File: src/rtl/hazard_ctrl.sv
// hazard_ctrl: decode-stage sequencing controller.
// Tracks outstanding load destinations, detects load-use hazards, runs the
// data-memory request/ready handshake and sequences redirect flushes.
// Optional build macro: HZ_WB_BYPASS_EN. When it is defined, a writeback in
// the current cycle masks the hazard for that register, which requires a
// write-first register file.
//
// state   | meaning
// --------+-------------------------------------------------------------
// S_IDLE  | no memory access or flush in progress
// S_MEM   | data-memory request outstanding, waiting for i_mem_ready
// S_FLUSH | killing fetch and bubbling decode after a redirect
module hazard_ctrl #(
  parameter int unsigned FLUSH_CYCLES = 2
) (
  input  logic        i_clk,
  input  logic        i_rst,           // asynchronous, active low
  input  logic        i_dec_valid,
  input  logic [4:0]  i_dec_rs1,
  input  logic [4:0]  i_dec_rs2,
  input  logic        i_dec_use_rs1,
  input  logic        i_dec_use_rs2,
  input  logic        i_iss_valid,
  input  logic [4:0]  i_iss_rd,
  input  logic        i_iss_reg_write,
  input  logic        i_iss_mem_read,
  input  logic        i_iss_mem_write,
  input  logic        i_wb_valid,
  input  logic [4:0]  i_wb_rd,
  output logic        o_mem_req,
  input  logic        i_mem_ready,
  input  logic        i_redirect,
  output logic        o_stall_fetch,
  output logic        o_stall_dec,
  output logic        o_bubble,
  output logic        o_flush,
  output logic [31:0] o_busy_mask
);

  typedef enum logic [1:0] {
    S_IDLE  = 2'd0,
    S_MEM   = 2'd1,
    S_FLUSH = 2'd2
  } state_t;

  localparam logic [3:0] CNT_LOAD = 4'(FLUSH_CYCLES - 1);

  state_t      r_state, w_state_nxt;
  logic [3:0]  r_cnt, w_cnt_nxt;
  logic        r_redir_pend, w_redir_pend_nxt;
  logic        r_mem_req;
  logic [31:0] r_busy, w_busy_nxt;

  logic        w_mem_wait;
  logic        w_mem_issue;
  logic        w_load_issue;
  logic [31:0] w_set_vec;
  logic [31:0] w_clr_vec;
  logic [31:0] w_pend;
  logic        w_hz;

  // Decode is held while a request waits, so nothing issues in those cycles.
  assign w_mem_wait   = (r_state == S_MEM) & ~i_mem_ready;
  assign w_mem_issue  = i_iss_valid & (i_iss_mem_read | i_iss_mem_write);
  assign w_load_issue = i_iss_valid & i_iss_mem_read & i_iss_reg_write &
                        (i_iss_rd != 5'd0) & ~w_mem_wait;

  assign w_set_vec = w_load_issue ? (32'd1 << i_iss_rd) : 32'd0;
  assign w_clr_vec = i_wb_valid   ? (32'd1 << i_wb_rd)  : 32'd0;

  // Set is applied after clear so a same-cycle set/clear on one rd keeps it busy.
  assign w_busy_nxt = ((r_busy & ~w_clr_vec) | w_set_vec) & 32'hFFFF_FFFE;

`ifdef HZ_WB_BYPASS_EN
  assign w_pend = (r_busy | w_set_vec) & ~w_clr_vec & 32'hFFFF_FFFE;
`else
  assign w_pend = (r_busy | w_set_vec) & 32'hFFFF_FFFE;
`endif

  assign w_hz = i_dec_valid & ((i_dec_use_rs1 & w_pend[i_dec_rs1]) |
                               (i_dec_use_rs2 & w_pend[i_dec_rs2]));

  // State, counter, scoreboard and request registers.
  always_ff @(posedge i_clk or negedge i_rst) begin
    if (!i_rst) begin
      r_state      <= S_IDLE;
      r_cnt        <= 4'd0;
      r_redir_pend <= 1'b0;
      r_mem_req    <= 1'b0;
      r_busy       <= 32'd0;
    end else begin
      r_state      <= w_state_nxt;
      r_cnt        <= w_cnt_nxt;
      r_redir_pend <= w_redir_pend_nxt;
      r_mem_req    <= (w_state_nxt == S_MEM);
      r_busy       <= w_busy_nxt;
    end
  end

  // Next state and the prioritised stall/bubble/flush outputs.
  always_comb begin
    w_state_nxt      = r_state;
    w_cnt_nxt        = r_cnt;
    w_redir_pend_nxt = r_redir_pend;
    o_stall_fetch    = 1'b0;
    o_stall_dec      = 1'b0;
    o_bubble         = 1'b0;
    o_flush          = 1'b0;

    case (r_state)
      S_IDLE: begin
        if (w_mem_issue) begin
          w_state_nxt      = S_MEM;
          w_redir_pend_nxt = i_redirect;
        end else if (i_redirect) begin
          w_state_nxt = S_FLUSH;
          w_cnt_nxt   = CNT_LOAD;
        end
      end
      S_MEM: begin
        if (i_mem_ready) begin
          // A redirect landing in the ready cycle is treated as pending too.
          if (r_redir_pend | i_redirect) begin
            w_state_nxt      = S_FLUSH;
            w_cnt_nxt        = CNT_LOAD;
            w_redir_pend_nxt = 1'b0;
          end else begin
            w_state_nxt = S_IDLE;
          end
        end else if (i_redirect) begin
          w_redir_pend_nxt = 1'b1;
        end
      end
      S_FLUSH: begin
        if (i_redirect) begin
          w_cnt_nxt = CNT_LOAD;
        end else if (r_cnt == 4'd0) begin
          w_state_nxt = S_IDLE;
        end else begin
          w_cnt_nxt = r_cnt - 4'd1;
        end
      end
      default: begin
        w_state_nxt = S_IDLE;
      end
    endcase

    if (w_mem_wait) begin
      o_stall_fetch = 1'b1;
      o_stall_dec   = 1'b1;
    end else if (r_state == S_FLUSH) begin
      o_flush  = 1'b1;
      o_bubble = 1'b1;
    end else if (w_hz) begin
      o_stall_fetch = 1'b1;
      o_bubble      = 1'b1;
    end
  end

  assign o_mem_req   = r_mem_req;
  assign o_busy_mask = r_busy;

endmodule

File: config.mk
export PLATFORM = sky130hd
export DESIGN_NAME = hazard_ctrl
export DESIGN_NICKNAME = d
export VERILOG_FILES = /design/src/rtl/hazard_ctrl.sv
export SDC_FILE = /design/constraint.sdc
export NUM_CORES = 1
export LEC_CHECK = 0
export BUFFER_PORTS_ARGS = -buffer_cell sky130_fd_sc_hd__buf_2
export CORE_MARGIN = 5
export CORE_UTILIZATION = 55
export DETAILED_ROUTE_END_ITERATION = 12
export PLACE_DENSITY = 0.81
export SYNTH_ARGS = -nofsm -noshare
export SYNTH_HDL_FRONTEND = slang
export SYNTH_SLANG_ARGS = --single-unit
File: constraint.sdc
create_clock -name i_clk -period 2.4 [get_ports i_clk]
set_input_delay 0.12 -clock i_clk [delete_from_list [all_inputs] [get_ports i_clk]]
set_output_delay 0.12 -clock i_clk [all_outputs]
set_load 0.05 [all_outputs]
* Yosys cells after proc, flatten, opt, wreduce, memory -nomap -nowiden
Index checks and enable logic that the tools add are counted.
** Storage, ports and cells
- Register bits after elaboration :: 39
- Latch bits :: 0
- RAM bits :: 0
- Memory bits (read-only) :: 0
- Bits of input ports :: 32
- Word-level logic and storage cells :: 79
- Memories :: 0
** Cells by class
- Add/sub/neg operators :: 1
- Multiply operators :: 0
- Div/mod/pow operators :: 0
- Order comparisons :: 2
- Equal/unequal tests :: 11
- Shift-type cells :: 2
- Mux-type cells :: 33
- Bitwise logic cells :: 18
- Reduce and logical (&&, ||, !) cells :: 7
** Operators with widths (count)
- 32-bit two-way mux :: 2
- 32-bit OR :: 2
- 1-bit by 5-bit << shifter with 32-bit output, first input constant :: 2
- 32-bit AND :: 1
- 32-bit inverter :: 1
- 4-bit two-way mux :: 6
- 1-bit two-way mux :: 14
- 5-bit by 6-bit < comparator with 1-bit output, second input constant :: 2
- 2-bit two-way mux :: 6
- 4-bit case mux with 3 select lines :: 1
- 1-bit binary-select mux with 5-bit select :: 2
- 1-bit AND :: 9
- 2-bit != test, second input constant :: 4
- 3-bit != test, second input constant :: 2
- 2-bit case mux with 3 select lines :: 1
- 6-bit AND reduction :: 1
- 5-bit nonzero test :: 1
- 2-bit by 1-bit == test with 1-bit output, second input constant :: 2
- 4-bit zero test :: 1
- 4-bit AND reduction :: 1
- 4-bit by 1-bit subtractor with 4-bit output, second input constant :: 1
- 3-bit by 2-bit != test with 1-bit output, second input constant :: 1
- 1-bit OR :: 3
- 3-bit nonzero test :: 1
- other kinds (6) :: 7

* Logic depth before layout (Yosys ltp)
- Word-level depth :: 14
- Depth in mapped cells :: 9
- Gate-level depth less buffers :: 8

* Least setup slack after synthesis
No wires, ideal clock.
- Path kind :: reg-to-output
- Start point :: register r_state[0]
- End point :: output o_bubble
- Arrival :: 2721 ps
- Required time :: 2280 ps
- Setup slack :: -441 ps
- Stages on the path, launching flop included :: 10
- Cell sequence :: dfrtp_1 or3b_1 buf_6 inv_8 or4_4 nor2_1 o2111ai_1 o211ai_1 o211ai_1 a31oi_1
** On the way
- Word-level cells in the longest chain between the ends :: 14
** Ends and longest elaborated chain
- from (decl) :: line 48 : state_t r_state, w_state_nxt;
- from (signal assigned) :: line 92 : r_state <= w_state_nxt;
- 2-bit by 1-bit == test with 1-bit output :: line 63 : assign w_mem_wait = (r_state == S_MEM) & ~i_mem_ready;
- 1-bit AND :: line 63
- 1-bit inverter :: line 66 : (i_iss_rd != 5'd0) & ~w_mem_wait;
- 1-bit AND :: line 66
- 32-bit two-way mux :: line 68 : assign w_set_vec = w_load_issue ? (32'd1 << i_iss_rd) : 32'd0;
- 32-bit OR :: line 77 : assign w_pend = (r_busy | w_set_vec) & 32'hFFFF_FFFE;
- 1-bit binary-select mux with 5-bit select (on tied branches) :: line 80, 81
- 1-bit two-way mux (on tied branches) :: line 80, 81
- 1-bit AND (on tied branches) :: line 80, 81
- 1-bit OR :: line 80 : assign w_hz = i_dec_valid & ((i_dec_use_rs1 & w_pend[i_dec_rs1]) |
- 1-bit AND :: line 80
- 1-bit two-way mux :: line 154 : end else if (w_hz) begin
- 1-bit two-way mux :: line 151 : end else if (r_state == S_FLUSH) begin
- 1-bit two-way mux (*) :: line 148 : if (w_mem_wait) begin
- to (decl) :: line 35 : output logic o_bubble,
Every way passes the cells marked *; elsewhere a longest branch is shown, timed or not. The select of a mux whose other input is x is not followed.

* Worst setup path after layout
- Start point :: register r_state[0]
- End point :: output o_stall_fetch
** On the way
- Word-level cells in the longest chain between the ends :: 14
** Ends and longest elaborated chain
- 2-bit by 1-bit == test with 1-bit output :: line 63
- 1-bit AND :: line 63
- 1-bit inverter :: line 66
- 1-bit AND :: line 66
- 32-bit two-way mux :: line 68
- 32-bit OR :: line 77
- 1-bit binary-select mux with 5-bit select (on tied branches) :: line 80, 81
- 1-bit two-way mux (on tied branches) :: line 80, 81
- 1-bit AND (on tied branches) :: line 80, 81
- 1-bit OR :: line 80
- 1-bit AND :: line 80
- 1-bit two-way mux :: line 154
- 1-bit two-way mux :: line 151
- 1-bit two-way mux (*) :: line 148
- to (decl) :: line 33 : output logic o_stall_fetch,
Marks and branches as above.

==> flow_metrics.env <==
export IMPL_syn_inst=388
export IMPL_unrepaired_setup_endpoints_after_global_routing="yes"
export IMPL_period_share_pct=121
export IMPL_floorplan_core_area_um2=5510
export IMPL_max_cap_violations=0
export IMPL_synth_edf_count=0
export IMPL_timing_hold_worst_start="i_redirect"
export IMPL_grt_remaining_overflow=0
export IMPL_number_of_nets_with_antenna_violations_after_routing=0
export IMPL_clock_tree_from_tritoncts="done"
export IMPL_max_clock_freq_mhz=345
export IMPL_dp_cells=569
export IMPL_slew_violations=0
export IMPL_number_of_hold_violations_in_the_final_report=0
export IMPL_finish_utilization_pct=74.3
export IMPL_clk_latency_ns=0.30
export IMPL_critical_path_startpoint_type="flop"
export IMPL_netlist_area_um2=3100
export IMPL_dieArea_um2=7250
export IMPL_wl_per_cell_um=22.1
export IMPL_worst_endpoint_required_ns=2.28
export IMPL_reg_to_reg_setup_timing_slack_ns=0.47
export IMPL_timing_hold_worst_path_depth=3
export IMPL_sum_of_net_half_perimeters_after_detailed_placement_um=9940
export IMPL_first_global_vias=3801
export IMPL_vias_per_std_cell=6.68
export IMPL_yosys_area_top_type="sky130_fd_sc_hd__dfrtp_1"
export IMPL_wire_length_of_the_first_global_routing_pass_um=20300
export IMPL_critical_path_reg2reg_endpoint="o_busy_mask[9]"
export IMPL_status="complete, but fails checks"
export IMPL_clock_tree_buffer_depth=2
export IMPL_number_of_antenna_violations_at_the_first_check_in_global_routing=0
export IMPL_path_clk_slew_ns=0.08
export IMPL_final_layout_size_suffix_gt1_share_pct=33.7
export IMPL_drc=0
export IMPL_io_pin_count=69
export IMPL_ys_async_sr_fraction_pct=100
export IMPL_drt_total_wl_um=12800
export IMPL_cts_root_buffer_cell="sky130_fd_sc_hd__clkbuf_8"
export IMPL_ys_flop_type="sky130_fd_sc_hd__dfrtp_1"
export IMPL_critical_path_peak_fanout=6
export IMPL_layout_overhead_on_the_synthesized_area_pct=31.9
export IMPL_clock_tree_htree_level_count=2
export IMPL_placement_rows=27
export IMPL_finalWeightedCongestion=1.08
export IMPL_avgSynthCellArea_um2=8.00
export IMPL_cts_buffers_inserted=5
export IMPL_reg2reg_depth=7
export IMPL_max_slew_margin_pct=38.6
export IMPL_timing_worst_slew_pin_value_ns=0.921
export IMPL_violations_in_the_final_reports="setup timing"
export IMPL_min_delay_worst_endpoint="r_redir_pend"
export IMPL_grtUsageTotal_pct=35.9
export IMPL_antenna_cells=0
export IMPL_timing_rr_start="r_state[0]"
export IMPL_worstHoldPathType="input port to flop"
export IMPL_synth_seq_area_share_pct=31.4
export IMPL_number_of_nets_produced_by_synthesis=422
export IMPL_placement_io_buffers=67
export IMPL_worstSetupEndpointType="output port"
export IMPL_synth_lib_cells_used_distinct=70
export IMPL_synth_most_common_cell="sky130_fd_sc_hd__o21ai_0"
export IMPL_post_route_non_filler_standard_cell_count=580
export IMPL_yosys_area_top_type_share_pct=31.4
export IMPL_floorplan_die_width_um=85.1
export IMPL_via_count=3877
export IMPL_yosysWarningCount=0
export IMPL_setup_ws_ns=-0.500
export IMPL_power_density_nw_per_um2=644
export IMPL_first_iter_violations=523
export IMPL_leakagePower_nw=1.80
export IMPL_max_vdd_ir_drop_mv=0.665
export IMPL_finalCriticalPeriod_ns=2.90
export IMPL_drtPass1Iterations=5
export IMPL_setup_worst_path_class="flop to output port"
export IMPL_synth_seq_cells=39
export IMPL_start_util_pct=56.4
export IMPL_tritoncts_num_sinks=39
export IMPL_timing_final_setup_violations=2
export IMPL_grt_max_degree=40
export IMPL_post_route_clock_skew_ns=0.00824
export IMPL_synth_top_cells_by_count="sky130_fd_sc_hd__o21ai_0, sky130_fd_sc_hd__dfrtp_1, sky130_fd_sc_hd__nand2_1"
export IMPL_fp_dieH_um=85.1
export IMPL_arrival_ns=2.78
export IMPL_yosys_top_cells_area="sky130_fd_sc_hd__dfrtp_1, sky130_fd_sc_hd__o21ai_0, sky130_fd_sc_hd__nand2_1, sky130_fd_sc_hd__nor2_1, sky130_fd_sc_hd__mux2i_1"
export IMPL_final_nets=541
-- sequential cells by signal, summed over array words and instances (netlist names) --
name	flops
r_cnt	4
o_mem_req	1
o_busy_mask	31
r_state	2
r_redir_pend	1
-- worst max path at each step --
stage	slack, ns	from	to
global placement	-0.49	r_state[1]	o_stall_fetch
global route	-0.57	r_state[0]	o_stall_fetch
floorplan	-0.05	r_state[0]	o_bubble
detailed placement	-0.40	r_state[1]	o_stall_fetch
finish	-0.50	r_state[0]	o_stall_fetch
CTS	-0.46	r_state[0]	o_stall_fetch
-- layout by cell type (no fill, tap or decap), types with 4 or more instances in the layout --
master                     instances
sky130_fd_sc_hd__dfrtp_1          39
sky130_fd_sc_hd__clkbuf_8          5
sky130_fd_sc_hd__nor2_1           26
sky130_fd_sc_hd__buf_4            66
sky130_fd_sc_hd__o31ai_1          10
sky130_fd_sc_hd__nand2_1          30
sky130_fd_sc_hd__inv_1            10
sky130_fd_sc_hd__buf_2            65
sky130_fd_sc_hd__mux2i_1           8
sky130_fd_sc_hd__nand4_1           5
sky130_fd_sc_hd__nor3_1           12
sky130_fd_sc_hd__nor2b_1           9
sky130_fd_sc_hd__o21ai_0          72
sky130_fd_sc_hd__nand3b_1          5
sky130_fd_sc_hd__a31oi_1           8
sky130_fd_sc_hd__nand2b_1          9
sky130_fd_sc_hd__nor4_1            8
sky130_fd_sc_hd__nor3b_1           5
sky130_fd_sc_hd__a21oi_1           8
sky130_fd_sc_hd__o211ai_1          4
sky130_fd_sc_hd__or2_2             7
sky130_fd_sc_hd__and2_1            4
sky130_fd_sc_hd__nand3_1          10
sky130_fd_sc_hd__or3_1             4
sky130_fd_sc_hd__a41oi_1           4
sky130_fd_sc_hd__a211oi_1          6
-- kinds of logic (layout without fill, tap and decap cells) --
family	after synthesis	count (layout)	share of synthesized area, %
other cells	1	1	0.121
flops	39	39	31.4
mux	10	10	3.31
fa+ha+maj	2	2	0.806
simple gates	158	158	29.3
buf+inv	34	154	5.84
xor+xnor	4	4	1.13
compound gates	140	140	28.1
-- area by class of cell --
type	count	area, µm²
fillers	426	1410
flip-flops and latches	39	976
repair buffers	135	865
multi-input cells	315	2030
well taps	72	90.1
clock buffers	7	76.3
clock inverters	1	5.00
inverters	11	48.8
-- routing by layer --
metal | GRT usage [%] | up-vias | wire length, µm
li1 | - | 1701 | -
met1 | 48.2 | 1770 | 4780
met2 | 53.2 | 333 | 5530
met5 | 0 | - | 0
met3 | 8.93 | 73 | 1760
met4 | 18.6 | 0 | 726
-- worst max-delay path, stage by stage, from the launching register on --
cell	delay, ns
sky130_fd_sc_hd__dfrtp_1	0.38
sky130_fd_sc_hd__or3b_4	0.30
sky130_fd_sc_hd__inv_8	0.05
sky130_fd_sc_hd__buf_6	0.11
sky130_fd_sc_hd__or4_4	0.54
sky130_fd_sc_hd__nor2_4	0.10
sky130_fd_sc_hd__o2111ai_2	0.12
sky130_fd_sc_hd__o211ai_1	0.26
sky130_fd_sc_hd__o211ai_1	0.13
sky130_fd_sc_hd__buf_4	0.19
sky130_fd_sc_hd__a31oi_4	0.13
sky130_fd_sc_hd__buf_6	0.18
-- per-stage QoR --
step                      instance area, µm²  setup slack [ns]  hold slack (ns)  power, mW  TNS (ns)
after floorplan                         3140           -0.0497           -0.176       1.70   -0.0993
after global placement                  3920            -0.487            0.274       2.09    -0.971
after detailed placement                3920            -0.402            0.300       2.12    -0.800
after CTS                               4050            -0.463            0.219       2.60    -0.920
after global routing                    4090            -0.568            0.286       2.77     -1.13
final                                   4090            -0.500            0.230       2.64    -0.997
-- power breakdown --
group	switching, mW	total [mW]	leakage (nW)	internal (mW)
Combinational	0.874	1.29	1.23	0.417
Clock	0.248	0.453	0.0422	0.205
Sequential	0.120	0.893	0.519	0.773
Total	1.24	2.64	1.80	1.39
-- what timing repair did --
action	in CTS	in global routing
hold buffers	1	0
hold endpoints to repair	39	0
buffers inserted	1	2
resized for setup	10	6
setup endpoints to repair	2	2
pin swaps	3	5
No activity file was read; power rests on OpenSTA's default activity.
